--- src/rtl/mem_stage_ctrl.sv ---
// Memory-stage access controller: turns EX/MEM load/store controls into a
// req/ack handshake to data memory. It places halfword store data on the
// correct byte lanes and stalls the pipeline while the access is in flight.
// It returns aligned, sign-extended load data for the MEM/WB register.
module mem_stage_ctrl #(
  parameter int TIMEOUT_CYC = 16
) (
  input  logic        reloj,
  input  logic        resetMEM,
  input  logic        MEM_RD,
  input  logic        MEM_WR,
  input  logic        w_h,
  input  logic [31:0] DIR,
  input  logic [31:0] DI,
  output logic        mem_req,
  output logic        mem_we,
  output logic [31:0] mem_addr,
  output logic [31:0] mem_wdata,
  output logic [3:0]  mem_be,
  input  logic [31:0] mem_rdata,
  input  logic        mem_ack,
  output logic        stall_mem,
  output logic [31:0] DO,
  output logic        err_mem
);

  localparam int CNT_W = ($clog2(TIMEOUT_CYC) < 1) ? 1 : $clog2(TIMEOUT_CYC);
  localparam logic [CNT_W-1:0] CNT_LAST = CNT_W'(TIMEOUT_CYC - 1);

  typedef enum logic [1:0] {
    IDLE = 2'd0,
    WAIT = 2'd1,
    DONE = 2'd2
  } state_t;

  state_t            state_q, state_d;
  logic              req_q, req_d;
  logic              we_q, we_d;
  logic [31:0]       addr_q, addr_d;
  logic [31:0]       wdata_q, wdata_d;
  logic [3:0]        be_q, be_d;
  logic              hw_q, hw_d;
  logic              hi_q, hi_d;
  logic [CNT_W-1:0]  cnt_q, cnt_d;
  logic [31:0]       do_q, do_d;
  logic              err_q, err_d;
  logic              stall_raw;

  logic              access;
  logic              misaligned;
  logic              bad;

  // Byte enables for a word or for the halfword lane picked by address bit 1
  function automatic logic [3:0] lane_be(input logic hw, input logic hi);
    if (!hw) return 4'b1111;
    return hi ? 4'b1100 : 4'b0011;
  endfunction

  // Store data shifted onto the lanes enabled by lane_be
  function automatic logic [31:0] lane_wdata(input logic hw, input logic hi,
                                             input logic [31:0] d);
    if (!hw) return d;
    return hi ? {d[15:0], 16'h0000} : {16'h0000, d[15:0]};
  endfunction

  // Load data: full word, or the selected halfword sign-extended to 32 bits
  function automatic logic [31:0] load_extract(input logic hw, input logic hi,
                                               input logic [31:0] r);
    logic [15:0] h;
    h = hi ? r[31:16] : r[15:0];
    return hw ? {{16{h[15]}}, h} : r;
  endfunction

  assign access     = MEM_RD ^ MEM_WR;
  assign misaligned = w_h ? DIR[0] : (DIR[1:0] != 2'b00);
  assign bad        = (MEM_RD & MEM_WR) | (access & misaligned);

  // Next-state, request latching, timeout counting and load-data capture
  always_comb begin
    state_d   = state_q;
    req_d     = req_q;
    we_d      = we_q;
    addr_d    = addr_q;
    wdata_d   = wdata_q;
    be_d      = be_q;
    hw_d      = hw_q;
    hi_d      = hi_q;
    cnt_d     = cnt_q;
    do_d      = do_q;
    err_d     = 1'b0;
    stall_raw = 1'b0;
    case (state_q)
      IDLE: begin
        if (bad) begin
          // Faulty instruction flows through without touching memory
          err_d = 1'b1;
        end else if (access) begin
          stall_raw = 1'b1;
          req_d     = 1'b1;
          we_d      = MEM_WR;
          addr_d    = {DIR[31:2], 2'b00};
          wdata_d   = lane_wdata(w_h, DIR[1], DI);
          be_d      = lane_be(w_h, DIR[1]);
          hw_d      = w_h;
          hi_d      = DIR[1];
          cnt_d     = '0;
          state_d   = WAIT;
        end
      end
      WAIT: begin
        stall_raw = 1'b1;
        if (mem_ack) begin
          // Ack on the last count still completes cleanly
          req_d   = 1'b0;
          state_d = DONE;
          if (!we_q) do_d = load_extract(hw_q, hi_q, mem_rdata);
        end else if (cnt_q == CNT_LAST) begin
          req_d   = 1'b0;
          err_d   = 1'b1;
          state_d = DONE;
        end else begin
          cnt_d = cnt_q + CNT_W'(1);
        end
      end
      DONE: begin
        // Pipeline advances at the end of this cycle; never re-issue
        state_d = IDLE;
      end
      default: begin
        state_d = IDLE;
        req_d   = 1'b0;
      end
    endcase
  end

  // State and output registers, cleared immediately by reset
  always_ff @(posedge reloj or negedge resetMEM) begin
    if (!resetMEM) begin
      state_q <= IDLE;
      req_q   <= 1'b0;
      we_q    <= 1'b0;
      addr_q  <= '0;
      wdata_q <= '0;
      be_q    <= '0;
      hw_q    <= 1'b0;
      hi_q    <= 1'b0;
      cnt_q   <= '0;
      do_q    <= '0;
      err_q   <= 1'b0;
    end else begin
      state_q <= state_d;
      req_q   <= req_d;
      we_q    <= we_d;
      addr_q  <= addr_d;
      wdata_q <= wdata_d;
      be_q    <= be_d;
      hw_q    <= hw_d;
      hi_q    <= hi_d;
      cnt_q   <= cnt_d;
      do_q    <= do_d;
      err_q   <= err_d;
    end
  end

  // Stall is forced low while reset is held, whatever the inputs request
  assign stall_mem = resetMEM & stall_raw;
  assign mem_req   = req_q;
  assign mem_we    = we_q;
  assign mem_addr  = addr_q;
  assign mem_wdata = wdata_q;
  assign mem_be    = be_q;
  assign DO        = do_q;
  assign err_mem   = err_q;

endmodule

--- config.mk ---
export PLATFORM = sky130hd
export DESIGN_NAME = mem_stage_ctrl
export DESIGN_NICKNAME = d
export VERILOG_FILES = /design/src/rtl/mem_stage_ctrl.sv
export SDC_FILE = /design/constraint.sdc
export NUM_CORES = 1
export LEC_CHECK = 0
export ABC_AREA = 1
export BUFFER_PORTS_ARGS = -buffer_cell sky130_fd_sc_hd__clkbuf_2
export CORE_MARGIN = 2
export CORE_UTILIZATION = 43
export DETAILED_ROUTE_END_ITERATION = 10
export PLACE_DENSITY = 0.81
export SLEW_MARGIN = 0
export SYNTH_ARGS = -nofsm -noshare
export SYNTH_HDL_FRONTEND = slang
export SYNTH_SLANG_ARGS = --single-unit
--- constraint.sdc ---
create_clock -name reloj -period 1.4 [get_ports reloj]
set_clock_uncertainty 0.05 [all_clocks]
set_input_delay 0.21 -clock reloj [delete_from_list [all_inputs] [get_ports reloj]]
set_output_delay 0.21 -clock reloj [all_outputs]
set_load 0.05 [all_outputs]
==> results of run 1 <==
==> sequential cells by signal (all words and copies together), names as in the netlist <==
register and cells:
hi_q 1, hw_q 1, mem_wdata 32, state_q 2
DO 32, mem_we 1, cnt_q 4, mem_req 1
mem_be 2, err_mem 1, mem_addr 30
==> logic make-up (layout without fill, tap and decap cells) <==
group | Yosys count | in the layout | share of synthesized area
compound gates | 72 | 72 | 0.07515
buf+inv | 101 | 345 | 0.09746
flops | 107 | 107 | 0.5489
fa+ha+maj | 2 | 2 | 0.005129
simple gates | 334 | 334 | 0.2726
other cells | 1 | 2 | 0.0007687
==> final cells by class <==
type	count	area, µm²	area share
clock inverter	7	81.33	0.01104
tap	140	175.2	0.02377
timing repair buffer	266	2022	0.2744
multi-input combinational	410	1948	0.2643
clock buffer	9	225.2	0.03056
inverter	63	239.0	0.03243
sequential	107	2679	0.3635
==> power by group through the flow <==
| stage | clock network (mW) | registers, mW | logic [mW] |
|---|---|---|---|
| floorplan | 0 | 8.81 | 1.59 |
| global placement | 0 | 4.96 | 7.32 |
| detailed placement | 0 | 4.98 | 7.43 |
| CTS | 2.67 | 4.98 | 7.94 |
| global route | 2.79 | 5.13 | 8.64 |
| finish | 2.61 | 5.00 | 8.18 |
==> timing repair <==
item                                    in CTS  in global routing
pin swaps                                    8                 15
resized for setup                           67                 53
hold endpoints to repair                   108                  0
hold buffers                                 2                  0
gates cloned                                15                  2
endpoints found under the setup margin      85                107
setup buffers                               16                  5
==> final timing paths <==
check,start,endpoint,slack (ns),cells after the start
worst min register to register,mem_wdata[17]$_DFFE_PN0P_,mem_wdata[17]$_DFFE_PN0P_,0.43,2
worst max-delay path,state_q[1]$_DFFE_PN0P_,stall_mem,-0.28,4
worst min-delay path,DIR[30],mem_addr[30]$_DFFE_PN0P_,0.01,3
min in group asynchronous,resetMEM,DO[18]$_DFFE_PN0P_,0.53,3
max in group asynchronous,resetMEM,mem_addr[8]$_DFFE_PN0P_,0.29,3
worst max register to register,state_q[1]$_DFFE_PN0P_,cnt_q[3]$_DFFE_PN0P_,-0.24,7
==> worst register-to-register path, stage by stage, from the launching register on <==
cell and delay [ns]:
dfrtp_1 0.39, nor2_2 0.14, nand4_1 0.21, buf_4 0.23, bufbuf_16 0.28, buf_4 0.13, nand3_1 0.05, nand2_1 0.05
==> layout by cell type, fill, tap and decap left out, drive strengths merged, types with 3 or more instances in the layout <==
| cell type | n |
|---|---|
| bufbuf | 4 |
| buf | 57 |
| dfrtp | 107 |
| clkbuf | 212 |
| o21ai | 70 |
| clkinv | 3 |
| inv | 66 |
| nand3 | 42 |
| nand2 | 280 |
| nor2 | 7 |
==> per-stage QoR <==
stage	cells	setup TNS (ns)	worst slack (ns)
2_1_floorplan	618	-0.05989	-0.05989
3_3_place_gp	948	-4.890	-0.1362
3_5_place_dp	948	-6.896	-0.1572
4_1_cts	996	-11.14	-0.2554
5_1_grt	1002	-21.67	-0.3404
6_report	1002	-15.52	-0.2843
==> per-layer routing <==
| metal | global-route usage | part of all wire |
|---|---|---|
| met2 | 0.4450 | 0.50 |
| met5 | 0 | 0 |
| met4 | 0.1083 | 0.035 |
| met3 | 0.06092 | 0.076 |
| met1 | 0.3036 | 0.39 |
==> impl_metrics.env, run 1 <==
export IMPL_grt_total_usage=0.2561
export IMPL_tightest_slew_ns=0.6786
export IMPL_holdCritPathClass="input port to flip-flop"
export IMPL_viasPerCell=4.998
export IMPL_synth_top_area_frac=0.5489
export IMPL_leakagePower_nw=4.219
export IMPL_power_density_nw_per_um2=2143
export IMPL_fin_crit_sh=1.203
export IMPL_hold_ws_ns=0.01276
export IMPL_cts_buffers=9
export IMPL_arrival_ns=1.42
export IMPL_synth_seq_cells=107
export IMPL_nFillCells=890
export IMPL_cp_num_buf_inv=1
export IMPL_run_status="finished, violations left"
export IMPL_fp_row_count=38
export IMPL_synth_distinct_cells=21
export IMPL_clk_insertion_delay_late_ns=0.34
export IMPL_portBuffers=203
export IMPL_violations="negative setup slack"
export IMPL_p_comb_frac=0.518
export IMPL_die_area_um2=12210
export IMPL_cp_required_ns=1.14
export IMPL_antenna_left=0
export IMPL_cpMaxStageDelayCell="dfrtp_1"
export IMPL_wire_per_inst_um=15.75
export IMPL_coreArea_um2=10940
export IMPL_area_growth_pct=51.06
export IMPL_initialDrtViolationCount=338
export IMPL_synth_area_leaders="dfrtp_1 (55%), nand2_1 (22%), o21ai_0 (6.8%)"
export IMPL_drt_pass1_iterations=5
export IMPL_antenna_found_initial=0
export IMPL_diodes=0
export IMPL_syn_avg_cell_area_um2=7.907
export IMPL_crit_path_max_incr_delay_ns=0.39
export IMPL_htreeDepth=3
export IMPL_grt_max_degree=108
export IMPL_synth_commonest_cells="nand2_1 (280), dfrtp_1 (107), o21ai_0 (66), inv_1 (62), nand3_1 (42)"
export IMPL_yosysSeqAreaShare=0.5489
export IMPL_place_gp_congestion=0.8383
export IMPL_p_switching_mw=8.035
export IMPL_place_area_um2=6135
export IMPL_max_slew_margin=0.5471
export IMPL_path_max_fanout=2
export IMPL_ioPinCount=206
export IMPL_synthesis_area_um2=4878
export IMPL_critPathLaunchType="flip-flop"
export IMPL_clockBufferDepth=2
export IMPL_synth_top_area_cell="dfrtp_1"
export IMPL_grt_setup_unrepaired="yes"
export IMPL_clock_fmax_ghz=0.5937
export IMPL_clockRootBuffer="clkbuf_16"
export IMPL_synth_edf_count=0
export IMPL_seqPwrFrac=0.317
export IMPL_path_cells="nor2_2, nand4_1, a21boi_4, buf_8"
export IMPL_yosys_cell_count_top_type="nand2_1"
export IMPL_die_w_um=110.5
export IMPL_grt_first_pass_wirelength_mm=25.19
export IMPL_drv_slew=0
export IMPL_ys_flop_type="dfrtp_1"
export IMPL_drc=0
export IMPL_internal_power_mw=7.759
export IMPL_final_layout_size_suffix_gt1_frac=0.3944
export IMPL_cts_sinks=107
export IMPL_path_class="flip-flop to output port"
export IMPL_utilization=0.6739
export IMPL_crit_path_end_kind="output port"
export IMPL_finalSetupViolCount=104
export IMPL_grt_pass1_vias=5018
export IMPL_ir_drop_v=0.001742
export IMPL_grt_ovfl_total=0
export IMPL_async_flop_share=1.000
export IMPL_totalPowerFinal_mw=15.79
export IMPL_cts_tree="built"
export IMPL_start_util=0.4461
export IMPL_fin_ws_ns=-0.2843
export IMPL_routed_wl_mm=15.78
export IMPL_final_area_um2=7370
export IMPL_clk_pin_slew_ns=0.08
export IMPL_hpwl_mm=9.485
export IMPL_die_h_um=110.5
export IMPL_cp_top_family="flip-flops"
export IMPL_hold_violations=0
export IMPL_post_route_min_period_ns=1.684
export IMPL_power_clock_fraction=0.166
export IMPL_syn_inst=617
export IMPL_switching_share=0.5087
export IMPL_vias=5008
export IMPL_max_cap_viol_count=0
export IMPL_final_nets=961
export IMPL_yosysWarnings=0
Note: power is estimated with default switching activity, not from simulation.
==> run 2, diff against run 1 <==
- BUFFER_PORTS_ARGS: -buffer_cell sky130_fd_sc_hd__clkbuf_2 -> -buffer_cell sky130_fd_sc_hd__buf_2
- CORE_UTILIZATION: 43 -> 48
- PLACE_DENSITY: 0.81 -> 0.85
- clock period: 1.4 -> 1.55 ns (I/O delays scaled with it)
==> impl_metrics.env, run 2 (synthesis gave the netlist of run 1 again) <==
export IMPL_crit_path_max_incr_delay_ns=0.42
export IMPL_grt_max_degree=108
export IMPL_grt_setup_unrepaired="yes"
export IMPL_post_route_min_period_ns=1.677
export IMPL_initialDrtViolationCount=293
export IMPL_clk_pin_slew_ns=0.11
export IMPL_final_common_cell="nand2_1"
export IMPL_internal_power_mw=6.204
export IMPL_antenna_left=0
export IMPL_p_switching_mw=6.860
export IMPL_grt_pass1_vias=4554
export IMPL_cts_buffers=9
export IMPL_tightest_slew_ns=0.5486
export IMPL_drc=0
export IMPL_drv_slew=0
export IMPL_cpMaxStageDelayCell="dfrtp_1"
export IMPL_coreArea_um2=9819
export IMPL_fin_crit_sh=1.082
export IMPL_cts_tree="built"
export IMPL_routed_wl_mm=13.56
export IMPL_max_cap_viol_count=0
export IMPL_antenna_found_initial=0
export IMPL_grt_ovfl_total=0
export IMPL_clockBufferDepth=2
export IMPL_diodes=0
export IMPL_path_max_fanout=2
export IMPL_place_gp_congestion=0.7982
export IMPL_switching_share=0.5251
export IMPL_leakagePower_nw=3.864
export IMPL_arrival_ns=1.39
export IMPL_die_h_um=104.8
export IMPL_viasPerCell=4.979
export IMPL_ioPinCount=206
export IMPL_run_status="finished, violations left"
export IMPL_cts_sinks=107
export IMPL_hpwl_mm=9.111
export IMPL_holdCritPathClass="input port to flip-flop"
export IMPL_clock_fmax_ghz=0.5964
export IMPL_cp_required_ns=1.27
export IMPL_grt_total_usage=0.2498
export IMPL_totalPowerFinal_mw=13.06
export IMPL_seqPwrFrac=0.341
export IMPL_clk_insertion_delay_late_ns=0.36
export IMPL_fp_row_count=36
export IMPL_htreeDepth=3
export IMPL_clockRootBuffer="clkbuf_8"
export IMPL_die_w_um=104.8
export IMPL_path_class="flip-flop to output port"
export IMPL_power_clock_fraction=0.136
export IMPL_die_area_um2=10990
export IMPL_hold_violations=0
export IMPL_utilization=0.6725
export IMPL_critPathLaunchType="flip-flop"
export IMPL_ir_drop_v=0.001186
export IMPL_final_nets=934
export IMPL_place_ws_ns=-0.08568
export IMPL_finalSetupViolCount=1
export IMPL_portBuffers=203
export IMPL_max_slew_margin=0.6343
export IMPL_nFillCells=820
export IMPL_crit_path_end_kind="output port"
export IMPL_seqCellArea_um2=2678
export IMPL_final_layout_size_suffix_gt1_frac=0.3198
export IMPL_vias=4820
export IMPL_fin_ws_ns=-0.1266
export IMPL_violations="negative setup slack"
export IMPL_grt_first_pass_wirelength_mm=22.09
export IMPL_p_comb_frac=0.523
export IMPL_power_density_nw_per_um2=1978
export IMPL_multi_input_comb_area_um2=1795
export IMPL_area_growth_pct=35.37
export IMPL_final_cell_mix="nand2_1 (270), buf_2 (201), dfrtp_1 (107)"
export IMPL_start_util=0.4968
export IMPL_path_cells="nor2_4, nand4_1, a21boi_4, buf_6"
export IMPL_drt_pass1_iterations=6
export IMPL_hold_ws_ns=0.01895
export IMPL_wire_per_inst_um=14.01
## run 2: cell types whose count changed in the layout (fill, tap and decap cells not counted), moves of 7 or more
| cell | delta |
|---|---|
| buf_2 | +200 |
| nand2_1 | +23 |
| clkbuf_2 | -201 |
| clkbuf_8 | +10 |
| clkbuf_16 | -10 |
| o21ai_0 | +30 |
| buf_6 | -11 |
| o21ai_2 | -7 |
| nand2_2 | -21 |
| o21ai_1 | -23 |
## run 2: critical path, delay by kind of cell (launching register included)
| family | cells | cell delay (ns) |
|---|---|---|
| simple gates | 2 | 0.30 |
| compound gates | 1 | 0.17 |
| buf+inv | 1 | 0.17 |
| flops | 1 | 0.42 |
## run 2: power by group through the flow
stage          clock (mW)  sequential, mW  combinational (mW)
6_report             1.77            4.46                6.83
5_1_grt              1.95            4.58                7.26
4_1_cts              1.81            4.43                6.82
3_5_place_dp            0            4.44                6.67
3_3_place_gp            0            4.43                6.56
2_1_floorplan           0            7.95                1.43
## run 2: layout make-up
type | count | share of cell area
multi-input cells | 410 | 0.2719
clock buffers | 10 | 0.02084
well taps | 133 | 0.02520
repair buffers | 239 | 0.2302
clock inverters | 6 | 0.01061
inverters | 63 | 0.03581
flip-flops and latches | 107 | 0.4055
## run 2: layer usage
metal | up-vias | GRT usage | part of all wire
li1 | 2315 | - | -
met1 | 2210 | 0.3236 | 0.40
met2 | 268 | 0.4151 | 0.49
met3 | 27 | 0.05427 | 0.091
met4 | 0 | 0.08762 | 0.024
met5 | - | 0 | 0
## run 2: worst paths after layout
kind                                            endpoint  slack (ns)                startpoint  cells after the start
worst max-delay path                           stall_mem       -0.13    state_q[0]$_DFFE_PN0P_                      4
worst min-delay path            mem_addr[28]$_DFFE_PN0P_        0.02                   DIR[28]                      3
worst max register to register         DO[3]$_DFFE_PN0P_        0.04    state_q[1]$_DFFE_PN0P_                      7
worst min register to register  mem_addr[17]$_DFFE_PN0P_        0.43  mem_addr[17]$_DFFE_PN0P_                      2
max in group asynchronous       mem_wdata[8]$_DFFE_PN0P_        0.48                  resetMEM                      3
min in group asynchronous       mem_addr[12]$_DFFE_PN0P_        0.55                  resetMEM                      3
## run 2: metrics by stage
| step | area, µm² | std cells | TNS [ns] |
|---|---|---|---|
| 4_1_cts | 6561 | 966 | -0.2511 |
| 2_1_floorplan | 4893 | 618 | 0 |
| 5_1_grt | 6604 | 968 | -1.086 |
| 6_report | 6604 | 968 | -0.1266 |
| 3_3_place_gp | 6060 | 936 | -1.400 |
| 3_5_place_dp | 6060 | 936 | -2.431 |
## run 2: what timing repair did
action | 4_1_cts | 5_1_grt
hold buffers | 6 | 0
setup endpoints to repair | 46 | 63
setup buffers | 4 | 2
gates cloned | 5 | 1
endpoints found under the hold margin | 112 | 0
gates resized for setup | 22 | 9
pin swaps | 3 | 5
